<file path="config.mk">
export PLATFORM = sky130hd
export DESIGN_NAME = fd_scan_controller
export DESIGN_NICKNAME = d
export VERILOG_FILES = /design/src/rtl/fd_pkg.sv /design/src/rtl/fd_adj_delay.sv /design/src/rtl/fd_scan_controller.sv
export SDC_FILE = /design/constraint.sdc
export NUM_CORES = 1
export LEC_CHECK = 0
export ABC_AREA = 1
export BUFFER_PORTS_ARGS = -buffer_cell sky130_fd_sc_hd__clkbuf_2
export CORE_UTILIZATION = 45
export DETAILED_ROUTE_END_ITERATION = 10
export SLEW_MARGIN = 15
export SYNTH_ARGS = -nofsm -noshare
export SYNTH_HDL_FRONTEND = slang
export SYNTH_SLANG_ARGS = --single-unit
</file>
<file path="constraint.sdc">
create_clock -name clock -period 2.11 [get_ports clock]
set_input_delay 0.422 -clock clock [delete_from_list [all_inputs] [get_ports clock]]
set_output_delay 0.422 -clock clock [all_outputs]
set_load 0.05 [all_outputs]
</file>
<file path="src/rtl/fd_pkg.sv">
// Shared types, default parameters and address helpers for the FAST scan controller.
package fd_pkg;

  typedef enum logic [1:0] {
    IDLE,
    ISSUE,
    DRAIN,
    EVAL
  } fdState_t;

  localparam int FD_IMG_W      = 177;
  localparam int FD_IMG_H      = 120;
  localparam int FD_BORDER     = 3;
  localparam int FD_ADJ_N      = 16;
  localparam int FD_PIPE_LAT   = 2;
  localparam int FD_ADDR_W     = 15;
  localparam int FD_CONTINUOUS = 0;

  // Linear address of the first interior pixel.
  function automatic int firstAddr(input int imgW, input int border);
    return border * imgW + border;
  endfunction

  // Linear address of the last interior pixel.
  function automatic int lastAddr(input int imgW, input int imgH, input int border);
    return (imgH - 1 - border) * imgW + (imgW - 1 - border);
  endfunction

endpackage

</file>
<file path="src/rtl/fd_adj_delay.sv">
// Delay line aligning circle-point indices with the compare stage's register-file reads.
module fd_adj_delay #(
  parameter int LAT = 2,
  parameter int W   = 6
) (
  input  logic         clock,
  input  logic         clear,
  input  logic         enable,
  input  logic [W-1:0] din,
  output logic [W-1:0] dout
);

  if (LAT == 0) begin : gWire
    assign dout = din;
  end else begin : gPipe
    logic [W-1:0] stage [LAT];

    // Shift one stage per enabled cycle; clear flushes every stage.
    always_ff @(posedge clock) begin
      if (clear) begin
        for (int unsigned i = 0; i < LAT; i++) stage[i] <= '0;
      end else if (enable) begin
        stage[0] <= din;
        for (int unsigned i = 1; i < LAT; i++) stage[i] <= stage[i-1];
      end
    end

    assign dout = stage[LAT-1];
  end

endmodule

</file>
<file path="src/rtl/fd_scan_controller.sv">
// Raster scan sequencer: issues circle-point fetches per interior pixel and strobes evaluation.
module fd_scan_controller
  import fd_pkg::*;
#(
  parameter int IMG_W      = FD_IMG_W,
  parameter int IMG_H      = FD_IMG_H,
  parameter int BORDER     = FD_BORDER,
  parameter int ADJ_N      = FD_ADJ_N,
  parameter int PIPE_LAT   = FD_PIPE_LAT,
  parameter int ADDR_W     = FD_ADDR_W,
  parameter int CONTINUOUS = FD_CONTINUOUS
) (
  input  logic              clock,
  input  logic              nReset,
  input  logic              start,
  input  logic              hold,
  output logic [ADDR_W-1:0] refAddr,
  output logic [4:0]        adjNumber,
  output logic              adj_valid,
  output logic [4:0]        regAddr,
  output logic              reg_valid,
  output logic              readen,
  output logic              busy,
  output logic              done
);

  localparam int COL_W = (IMG_W > 1) ? $clog2(IMG_W) : 1;
  localparam int ROW_W = (IMG_H > 1) ? $clog2(IMG_H) : 1;

  localparam logic [ADDR_W-1:0] FIRST     = ADDR_W'(firstAddr(IMG_W, BORDER));
  localparam logic [ADDR_W-1:0] ROW_STEP  = ADDR_W'(2 * BORDER + 1);
  localparam logic [COL_W-1:0]  COL_FIRST = COL_W'(BORDER);
  localparam logic [COL_W-1:0]  COL_LAST  = COL_W'(IMG_W - 1 - BORDER);
  localparam logic [ROW_W-1:0]  ROW_FIRST = ROW_W'(BORDER);
  localparam logic [ROW_W-1:0]  ROW_LAST  = ROW_W'(IMG_H - 1 - BORDER);
  localparam logic [4:0]        K_LAST    = 5'(ADJ_N - 1);
  localparam logic [2:0]        D_LAST    = 3'((PIPE_LAT == 0) ? 0 : PIPE_LAT - 1);

  if (ADJ_N < 1 || ADJ_N > 32) begin : gBadAdjN
    $error("fd_scan_controller: ADJ_N must be 1..32");
  end
  if (PIPE_LAT < 0 || PIPE_LAT > 4) begin : gBadPipeLat
    $error("fd_scan_controller: PIPE_LAT must be 0..4");
  end
  if ((longint'(IMG_W) * longint'(IMG_H)) > (longint'(1) << ADDR_W)) begin : gBadAddrW
    $error("fd_scan_controller: ADDR_W too narrow for IMG_W*IMG_H");
  end

  fdState_t         state;
  logic [4:0]       k;
  logic [2:0]       dCnt;
  logic [COL_W-1:0] col;
  logic [ROW_W-1:0] row;
  logic             adjValidQ;
  logic             readenQ;
  logic             doneQ;
  logic             busyQ;
  logic             lastPixel;
  logic [5:0]       pipeOut;

  assign lastPixel = (row == ROW_LAST) && (col == COL_LAST);

  // k doubles as the issued index: it is held at 0 outside ISSUE, so adjNumber needs no masking.
  // Scan FSM; all state freezes while hold is high.
  always_ff @(posedge clock) begin
    if (!nReset) begin
      state     <= IDLE;
      k         <= '0;
      dCnt      <= '0;
      col       <= COL_FIRST;
      row       <= ROW_FIRST;
      refAddr   <= FIRST;
      adjValidQ <= 1'b0;
      readenQ   <= 1'b0;
      doneQ     <= 1'b0;
      busyQ     <= 1'b0;
    end else if (!hold) begin
      readenQ <= 1'b0;
      doneQ   <= 1'b0;
      case (state)
        IDLE: begin
          if (start) begin
            state     <= ISSUE;
            k         <= '0;
            col       <= COL_FIRST;
            row       <= ROW_FIRST;
            refAddr   <= FIRST;
            adjValidQ <= 1'b1;
            busyQ     <= 1'b1;
          end
        end
        ISSUE: begin
          if (k == K_LAST) begin
            k         <= '0;
            adjValidQ <= 1'b0;
            if (PIPE_LAT == 0) begin
              state   <= EVAL;
              readenQ <= 1'b1;
            end else begin
              state <= DRAIN;
              dCnt  <= '0;
            end
          end else begin
            k <= k + 5'd1;
          end
        end
        DRAIN: begin
          if (dCnt == D_LAST) begin
            state   <= EVAL;
            readenQ <= 1'b1;
            dCnt    <= '0;
          end else begin
            dCnt <= dCnt + 3'd1;
          end
        end
        EVAL: begin
          if (lastPixel) begin
            doneQ <= 1'b1;
            if (CONTINUOUS != 0) begin
              state     <= ISSUE;
              adjValidQ <= 1'b1;
              refAddr   <= FIRST;
              col       <= COL_FIRST;
              row       <= ROW_FIRST;
            end else begin
              state <= IDLE;
              busyQ <= 1'b0;
            end
          end else begin
            state     <= ISSUE;
            adjValidQ <= 1'b1;
            if (col == COL_LAST) begin
              col     <= COL_FIRST;
              row     <= row + ROW_W'(1);
              refAddr <= refAddr + ROW_STEP;
            end else begin
              col     <= col + COL_W'(1);
              refAddr <= refAddr + ADDR_W'(1);
            end
          end
        end
        default: state <= IDLE;
      endcase
    end
  end

  fd_adj_delay #(
    .LAT (PIPE_LAT),
    .W   (6)
  ) uDelay (
    .clock  (clock),
    .clear  (!nReset),
    .enable (!hold),
    .din    ({adjValidQ, k}),
    .dout   (pipeOut)
  );

  assign adjNumber = k;
  assign adj_valid = adjValidQ & ~hold;
  assign regAddr   = pipeOut[4:0];
  assign reg_valid = pipeOut[5] & ~hold;
  assign readen    = readenQ & ~hold;
  assign done      = doneQ & ~hold;
  assign busy      = busyQ;

endmodule

</file>
-- Word-level counts from Yosys, hierarchy flattened
Memory sizes are Yosys's and may differ from the RTL's.
Index checks and enable logic that the tools add are counted.
- register bits: 44
- memory bits (writable): 12
- input bits: 4
- output and inout bits: 30
- word-level logic and storage cells: 89
- memories kept: 1
- memory list (name ; words ; width ; read ports ; clocked after Yosys merged registers in ; wr ports ; line ; source):
    uDelay.gPipe.stage ; 2 ; 6 ; 2 ; 0 ; 2 ; fd_adj_delay.sv:16 ; logic [W-1:0] stage [LAT];
- add/sub/neg operators: 6
- equality and inequality tests: 13
- muxes and demuxes: 39
- bitwise gates (word level): 7
- reductions and logical operators: 13
- operators by type and width (operator ; count):
    15-bit 2-to-1 mux ; 3
    15-bit one-hot mux with 2 select lines ; 1
    8-bit 2-to-1 mux ; 3
    7-bit 2-to-1 mux ; 3
    8-bit one-hot mux with 2 select lines ; 1
    15-bit by 1-bit adder with 15-bit output, second input constant ; 1
    15-bit by 3-bit adder with 15-bit output, second input constant ; 1
    7-bit one-hot mux with 2 select lines ; 1
    1-bit 2-to-1 mux ; 13
    6-bit 2-to-1 mux ; 2
    2-bit != test, second input constant ; 6
    4-bit AND reduction ; 3
    5-bit 2-to-1 mux ; 2
    5-bit one-hot mux with 2 select lines ; 1
    5-bit AND reduction ; 2
    8-bit by 1-bit adder with 8-bit output, second input constant ; 1
    8-bit equality test, second input constant ; 1
    2-bit one-hot mux with 4 select lines ; 1
    7-bit by 1-bit adder with 7-bit output, second input constant ; 1
    7-bit equality test, second input constant ; 1
    2-bit 2-to-1 mux ; 3
    3-bit 2-to-1 mux ; 2
    3-bit one-hot mux with 2 select lines ; 1
    3-bit AND reduction ; 2
    15 further kinds ; 22

-- Depth between registers and ports, before layout
Gate-level depths: netlist (run 1).
- depth after elaboration: 4
- mapped depth: 18
- depth with buffers taken out: 18

-- Hierarchy
A second synthesis (run 1) with hierarchy kept.
- cell total of the unflattened synthesis: 411
- area, all modules: 3019.1 sq um
- by module, submodules not included (module ; instances ; cells each ; area an instance (sq um) ; sequential area each (sq um)):
    fd_scan_controller ; 1 ; 365 ; 2466.1 ; 880.8
    fd_adj_delay ; 1 ; 46 ; 553.0 ; 360.3

-- Worst setup path after synthesis (run 1)
No wires, ideal clock.
- kind: register to register
- start point: reg refAddr[1]
- end point: reg refAddr[8]
- setup time: 109 ps
- arrival: 1740 ps
- required time: 2001 ps
- setup slack: 261 ps
- stages on the path, launching flop included: 15
- path buffers: 0
- clock period less this slack: 1849 ps
- cells stage by stage: dfxtp_1 > inv_1 > nand2_1 > nand2_1 > inv_1 > ha_1 > inv_1 > nand2_1 > a21boi_1 > nor2_2 > nand3_1 > nand2_1 > nand2_1 > nand2_1 > inv_1
- cells in the longest elaborated chain, start to end: 4
- elaborated cells between the ends (all ways): 5
- those cells by class: 2 x add/sub; 3 x mux
- RTL lines (element ; line ; source):
    start: declaration ; fd_scan_controller.sv:17 ; output logic [ADDR_W-1:0] refAddr,
    start signal: assignment ; fd_scan_controller.sv:135 ; refAddr <= refAddr + ROW_STEP;
    start signal: assignment ; fd_scan_controller.sv:138 ; refAddr <= refAddr + ADDR_W'(1);
    15-bit by 1-bit adder with 15-bit output / 15-bit by 3-bit adder with 15-bit output (equally long branches) ; fd_scan_controller.sv:138, fd_scan_controller.sv:135 ;
    15-bit 2-to-1 mux (*) ; fd_scan_controller.sv:132 ; if (col == COL_LAST) begin
    15-bit 2-to-1 mux (*) ; fd_scan_controller.sv:117 ; if (lastPixel) begin
    15-bit one-hot mux with 2 select lines (*) ; fd_scan_controller.sv:80 ; case (state)
Mark *: on every way between the ends. The rest lies on a longest branch, timed or not. The select of a mux whose other input is x is not followed.
A chain may end at the register's enable or synchronous reset.

-- Worst setup path after layout (run 1)
- start point: reg col[1]
- end point: reg refAddr[14]
- cells in the longest elaborated chain, start to end: 4
- elaborated cells between the ends (all ways): 7
- those cells by class: 2 x eq/ne; 3 x mux; 2 x reduce/logical
- RTL lines (element ; line ; source):
    start: declaration ; fd_scan_controller.sv:52 ; logic [COL_W-1:0] col;
    start signal: assignment ; fd_scan_controller.sv:137 ; col <= col + COL_W'(1);
    8-bit equality test (*) ; fd_scan_controller.sv:61, fd_scan_controller.sv:132 ;
    15-bit 2-to-1 mux / 1-bit logical AND (equally long branches) ; fd_scan_controller.sv:132, fd_scan_controller.sv:61 ;
    15-bit 2-to-1 mux / 2-bit != test (equally long branches) ; - ;
    15-bit one-hot mux with 2 select lines / 4-bit AND reduction (equally long branches) ; - ;
Marks and branches as above.

==> results of run 1 <==
through the flow:
stage / worst slack, ns / area (sq um)
after global placement: 0.168 / 3110
after floorplan: 0.261 / 2890
final: 0.154 / 3320
after CTS: 0.104 / 3230
after global routing: -0.00663 / 3320
after detailed placement: 0.120 / 3110
report_power, final:
group          total, mW  leakage (nW)  switching [mW]  internal, mW
combinational      0.650         0.936           0.458         0.191
clock              0.703        0.0541           0.351         0.352
sequential          1.23         0.490          0.0585          1.17
final timing paths:
kind         slack [ns]  cells past startpoint    start     endpoint
max                0.15                     17   col[1]  refAddr[14]
min                0.45                      4     hold      readenQ
max reg2reg        0.15                     17   col[1]  refAddr[14]
min reg2reg        0.49                      2  readenQ      readenQ
cell usage in the layout (no fill, tap or decap), drive strengths merged:
cell,n
o221a,1
a21boi,1
clkinv,2
nand3b,1
a31oi,1
buf,8
a21oi,14
o21bai,2
o211ai,5
bufinv,1
dfxtp,44
nand4,12
ha,11
nor3b,3
clkbuf,38
a211oi,5
nor2,58
nor4,2
edfxtp,12
nand2,71
clkinvlp,1
o22ai,2
nor3,12
nand3,19
xor2,6
o21ai,17
xnor2,1
inv,68
critical path, delay by kind of cell (launching register included):
kind / cells / cell delay, ns
AND/OR/NAND/NOR: 10 / 0.93
flip-flops: 1 / 0.35
buffers and inverters: 4 / 0.28
adder cells (fa/ha/maj): 2 / 0.24
AO/OA/AOI/OAI: 1 / 0.07
layer usage:
metal  up-vias  share of wire, %  global-route usage [%]
met2        34                47                    29.9
li1       1287                 -                       -
met3         4               2.8                    3.63
met5         -                 0                       0
met4         0              0.67                    3.68
met1      1076                50                    24.2
logic make-up after synthesis:
| family | after synthesis | synth area share, % |
|---|---|---|
| AOI/OAI and AO/OA | 48 | 10.2 |
| xor gates and xnor gates | 7 | 2.12 |
| adders and majority gates | 11 | 4.76 |
| buffers and inverters | 79 | 11.8 |
| DFF | 56 | 43.0 |
| and+or+nand+nor | 178 | 28.2 |
state kept, by name (all words and copies together), names as in the netlist:
signal	count
busy	1
row	7
uDelay.gPipe.stage	12
dCnt	3
state	2
adjValidQ	1
col	8
adjNumber	5
doneQ	1
readenQ	1
refAddr	15
final cells by class:
type	count	share of cell area (%)
inverters	69	7.87
repair buffers	41	6.89
flip-flops and latches	56	37.4
multi-input cells	244	41.6
clock inverters	3	1.28
well taps	75	2.82
clock buffers	5	2.07
timing repair:
| action | 4_1_cts | 5_1_grt |
|---|---|---|
| gates resized for setup | 0 | 20 |
| endpoints found under the setup margin | 0 | 9 |
| setup buffers | 0 | 2 |
==> summary.md, run 1 <==
| Metric | Value |
|---|---|
| Status | `finished clean` |
| IO buf count | `33` |
| Nets | `432` |
| Die X-Extent | `82.1 um` |
| Share of the synthesized area in the top cell type | `30.5%` |
| Most common cell in the netlist | `nand2_1` |
| FF/Latch Area | `1240 sq um` |
| Sequential-to-total area share from yosys stat | `43.0%` |
| CTS Hold Bufs | `0` |
| Crit path cell chain | `inv_2 > ha_4 > nand2_2 > nor2_4 > nand2_2 > nand2_2 > nand2_1 > inv_1 > ha_1 > inv_1 > nand2_2 > a21boi_4 > nor2_4 > buf_6 > nand4_1 > nand2_1 > nor2_1` |
| Post-DR wirelength/cell | `11.5 um` |
| Setup total negative slack | `0 ns` |
| Count of final hold-check violations | `0` |
| CP peak stage delay | `0.35 ns` |
| Clk root buf | `clkbuf_8` |
| Avg Inst Size Synth | `7.62 sq um` |
| TritonCTS Buffers | `5` |
| Antenna violations before repair | `0` |
| RSZ-0062 raised after global routing | `yes` |
| HP Class | `in2reg` |
| Number of global-route vias before repair | `2173` |
| FF+latch count, synth | `56` |
| Number of fill cells | `582` |
| Peak supply drop | `0.369 mV` |
| Synth cell types | `40` |
| Area Overhead vs Synth | `15.0%` |
| Max Cap Viol | `0` |
| Post-synth EDFFs | `12` |
| Post-Syn Instances | `379` |
| Area of the multi-input gates | `1380 sq um` |
| Grt total ovfl | `0` |
| Final Util | `54.8%` |
| Ports | `34` |
| Largest net degree at the start of global routing | `18` |
| DR vias/cell | `4.87` |
| Gr usage total | `18.0%` |
| Fin cells | `493` |
| Skew final | `0.00715 ns` |
| Syn. warnings | `0` |
| Initial Utilization | `47.7%` |
| Period minus WS final | `1.96 ns` |
| Slew headroom | `61.4%` |
| Global-route wire length before repair | `9510 um` |
| # rows | `28` |
| Most common flop cell mapped by yosys | `dfxtp_1` |
| TritonRoute pass-1 iters | `4` |
| Crit-path max FO | `6` |
| Leak Pwr | `1.48 nW` |
| H-Tree Depth | `2` |
| Fmax | `511 MHz` |
| Post-detail-place hpwl | `4250 um` |
| Core area | `6060 sq um` |
| Clk_lat worst skew | `0.30 ns` |
| Area contributors post-synth | `dfxtp_1, edfxtp_1, nand2_1, inv_1, nor2_1` |
| DRT iter0 DRCs | `88` |
| Mapped Nets | `394` |
| Drt total wl | `5680 um` |
| Clock Pin Slew Worst Setup and Hold Paths | `0.10 ns` |
| CP Launch Type | `register` |
| Layout cells sized above 1 | `20.1%` |
| Final slew viol count | `0` |
| Max Buffers Root-to-Sink | `2` |
| CTS tree | `yes` |
| Via count | `2401` |
| Cell taking the most area after synthesis | `dfxtp_1` |
| Antenna diodes | `0` |
| Fin crit share | `92.7%` |
| Most frequent cells after synthesis | `nand2_1, inv_1, nor2_1` |
| Drc violations | `0` |
| Crit path capture type | `register` |
| Antenna viol nets, final | `0` |
| Crit-path most repeated cell | `nand2_2` |
| Placed Instances | `483` |
| Worst EP required | `2.32 ns` |
| WS Path Type | `reg2reg` |
| Mapped cell area | `2890 sq um` |
| Hold Slack | `0.451 ns` |
| CP max-delay cell | `dfxtp_2` |
| Setup-failing EPs final | `0` |
| Clock sink count | `56` |
| CP arrival | `2.17 ns` |
| Die height | `82.1 um` |
| Total die area | `6740 sq um` |
| Worst-margin pin slew | `0.578 ns` |
| Pwr Total | `2.58 mW` |
| Power density over cell area | `777 nW/um^2` |
| Post-synth ARST share | `0%` |
| Placer Congestion | `0.846` |
(Power assumes the default switching activity.)
==> run 2: changes to the inputs <==
--- a/config.mk
+++ b/config.mk
@@ -7,8 +7,9 @@
 export LEC_CHECK = 0
 export ABC_AREA = 1
 export BUFFER_PORTS_ARGS = -buffer_cell sky130_fd_sc_hd__clkbuf_2
-export CORE_UTILIZATION = 45
+export CORE_UTILIZATION = 55
 export DETAILED_ROUTE_END_ITERATION = 10
+export PLACE_DENSITY = 0.76
 export SLEW_MARGIN = 15
 export SYNTH_ARGS = -nofsm -noshare
 export SYNTH_HDL_FRONTEND = slang
==> summary.md, run 2 (same netlist as run 1, synthesis figures left out) <==
| Metric | Value |
|---|---|
| Power density over cell area | `819 nW/um^2` |
| TritonCTS Buffers | `5` |
| Post-detail-place hpwl | `4180 um` |
| Crit path cell chain | `inv_1 > ha_1 > nand2_1 > nor2_4 > nand2_2 > nand2_2 > nand2_1 > inv_1 > ha_1 > inv_1 > nand2_2 > a21boi_2 > nor2_4 > nand3_1 > nand2_1 > nand2_1 > nand2_1 > inv_1` |
| Largest regs | `refAddr: 15 flops, uDelay.gPipe.stage: 12 flops, col: 8 flops` |
| Core area | `5070 sq um` |
| Layout cells sized above 1 | `17.1%` |
| Placer Congestion | `0.897` |
| RSZ-0062 raised after global routing | `yes` |
| HP Class | `in2reg` |
| CTS Hold Bufs | `0` |
| Via count | `2434` |
| Sw power | `854 uW` |
| Number of global-route vias before repair | `2146` |
| Fmax | `504 MHz` |
| Leak Pwr | `1.46 nW` |
| DRT iter0 DRCs | `135` |
| TritonRoute pass-1 iters | `4` |
| Crit path capture type | `register` |
| Commonest non-fill, non-tap cell in the layout | `nand2_1` |
| Grt total ovfl | `0` |
| Drc violations | `0` |
| Hold Crit Depth | `4` |
| Clock Pin Slew Worst Setup and Hold Paths | `0.10 ns` |
| Cts repair resizes | `0` |
| CP max-delay cell | `dfxtp_1` |
| Count of final hold-check violations | `0` |
| CP peak stage delay | `0.34 ns` |
| Total die area | `5550 sq um` |
| Worst-case hold path end point | `readenQ` |
| Largest Register | `refAddr` |
| Max Cap Viol | `0` |
| Ports | `34` |
| Final slew viol count | `0` |
| Fin crit share | `94.1%` |
| Sw Ratio | `31.9%` |
| Area Overhead vs Synth | `13.0%` |
| # rows | `26` |
| WS Path Type | `reg2reg` |
| Flop pwr share | `45.7%` |
| Logic pwr share | `23.8%` |
| Fin cells | `484` |
| Worst-margin pin slew | `0.566 ns` |
| Number of fill cells | `449` |
| IO buf count | `33` |
| Placed Instances | `476` |
| Slew headroom | `62.2%` |
| Worst EP required | `2.33 ns` |
| Peak supply drop | `0.382 mV` |
| Nets | `428` |
| CP arrival | `2.21 ns` |
| Post-DP Area | `3090 sq um` |
| Antenna violations before repair | `0` |
| DR vias/cell | `5.03` |
| Status | `finished clean` |
| CP Launch Type | `register` |
| Period minus WS final | `1.99 ns` |
| Die height | `74.5 um` |
| Pwr Total | `2.68 mW` |
| Worst hold start | `hold` |
| Crit-path most repeated cell | `nand2_1` |
| Initial Utilization | `56.9%` |
| Delay-heaviest family, CP | `simple AND/OR/NAND/NOR gates` |
| Hold Slack | `0.460 ns` |
| Post-DR wirelength/cell | `11.5 um` |
| Clock sink count | `56` |
| Clk_lat worst skew | `0.31 ns` |
| Die X-Extent | `74.5 um` |
| WP buf/inv | `4` |
| Internal cell power | `1.82 mW` |
| Reg2reg start | `col[1]` |
| Reg2reg setup slack | `0.12 ns` |
| Antenna viol nets, final | `0` |
| Global-route wire length before repair | `9290 um` |
| Most frequent cells in the layout | `nand2_1, inv_1, nor2_1, dfxtp_1, clkbuf_2` |
| Worst path depth | `18` |
| Crit-path max FO | `7` |
| FF-to-FF End | `refAddr[8]` |
| CTS tree | `yes` |
| Gr usage total | `21.6%` |
| R2R cell count | `18` |
| Max Buffers Root-to-Sink | `2` |
| Skew final | `0.00933 ns` |
| Setup-failing EPs final | `0` |
| Clock power frac | `30.5%` |
| H-Tree Depth | `2` |
| Clk root buf | `clkbuf_8` |
| Antenna diodes | `0` |
| Final Util | `64.3%` |
| Post-CTS Setup Repair Bufs | `0` |
| Drt total wl | `5580 um` |
| Post-route cell area | `3270 sq um` |
| Largest register FFs | `15` |
| Largest net degree at the start of global routing | `18` |
## run 2: cell count changes in the layout (fill, tap and decap cells not counted), moves of 2 or more
cell	before	now
buf_4	7	4
dfxtp_2	2	0
nand2_1	63	65
dfxtp_1	42	44
nand2_2	7	5
## run 2: worst max-delay path by stage
stage / startpoint / end / slack [ns]
after floorplan: refAddr[1] / refAddr[8] / 0.26
after global placement: col[1] / refAddr[8] / 0.17
after detailed placement: col[1] / refAddr[8] / 0.06
after CTS: col[1] / refAddr[8] / 0.008
after global routing: col[1] / refAddr[8] / -0.06
final: col[1] / refAddr[8] / 0.12
## run 2: layout make-up
type	instances	area, sq um	share of cell area, %
tap	70	87.6	2.68
clock inverter	2	60.1	1.84
inverter	69	262	8.01
multi-input combinational	244	1350	41.3
sequential	56	1240	38.0
clock buffer	6	72.6	2.22
timing repair buffer	37	195	5.98
## run 2: layer usage
layer | part of all wire [%] | global-route usage, % | vias to the layer above
met5 | 0 | 0 | -
met4 | 1.0 | 5.03 | 0
met3 | 3.6 | 5.01 | 6
met2 | 48 | 36.1 | 42
met1 | 47 | 28.2 | 1097
li1 | - | - | 1289
## run 2: worst register-to-register path, stage by stage (launching register included)
cell and delay (ns):
dfxtp_1 0.34, inv_1 0.08, ha_1 0.14, nand2_1 0.08, nor2_4 0.13, nand2_2 0.10
nand2_2 0.08, nand2_1 0.06, inv_1 0.05, ha_1 0.12, inv_1 0.04, nand2_2 0.09
a21boi_2 0.08, nor2_4 0.20, nand3_1 0.10, nand2_1 0.08, nand2_1 0.05, nand2_1 0.05
inv_1 0.03
## run 2: metrics by stage
stage	setup TNS (ns)	worst slack, ns
detailed placement	0	0.0649
finish	0	0.124
global placement	0	0.174
CTS	0	0.00755
floorplan	0	0.261
global route	-0.124	-0.0615
## run 2: power by group through the flow
stage	Sequential (mW)	Combinational (mW)	Clock [mW]
2_1_floorplan	1.32	0.427	0
3_3_place_gp	1.25	0.593	0
3_5_place_dp	1.25	0.609	0
4_1_cts	1.22	0.614	0.833
5_1_grt	1.23	0.714	0.872
6_report	1.22	0.637	0.815
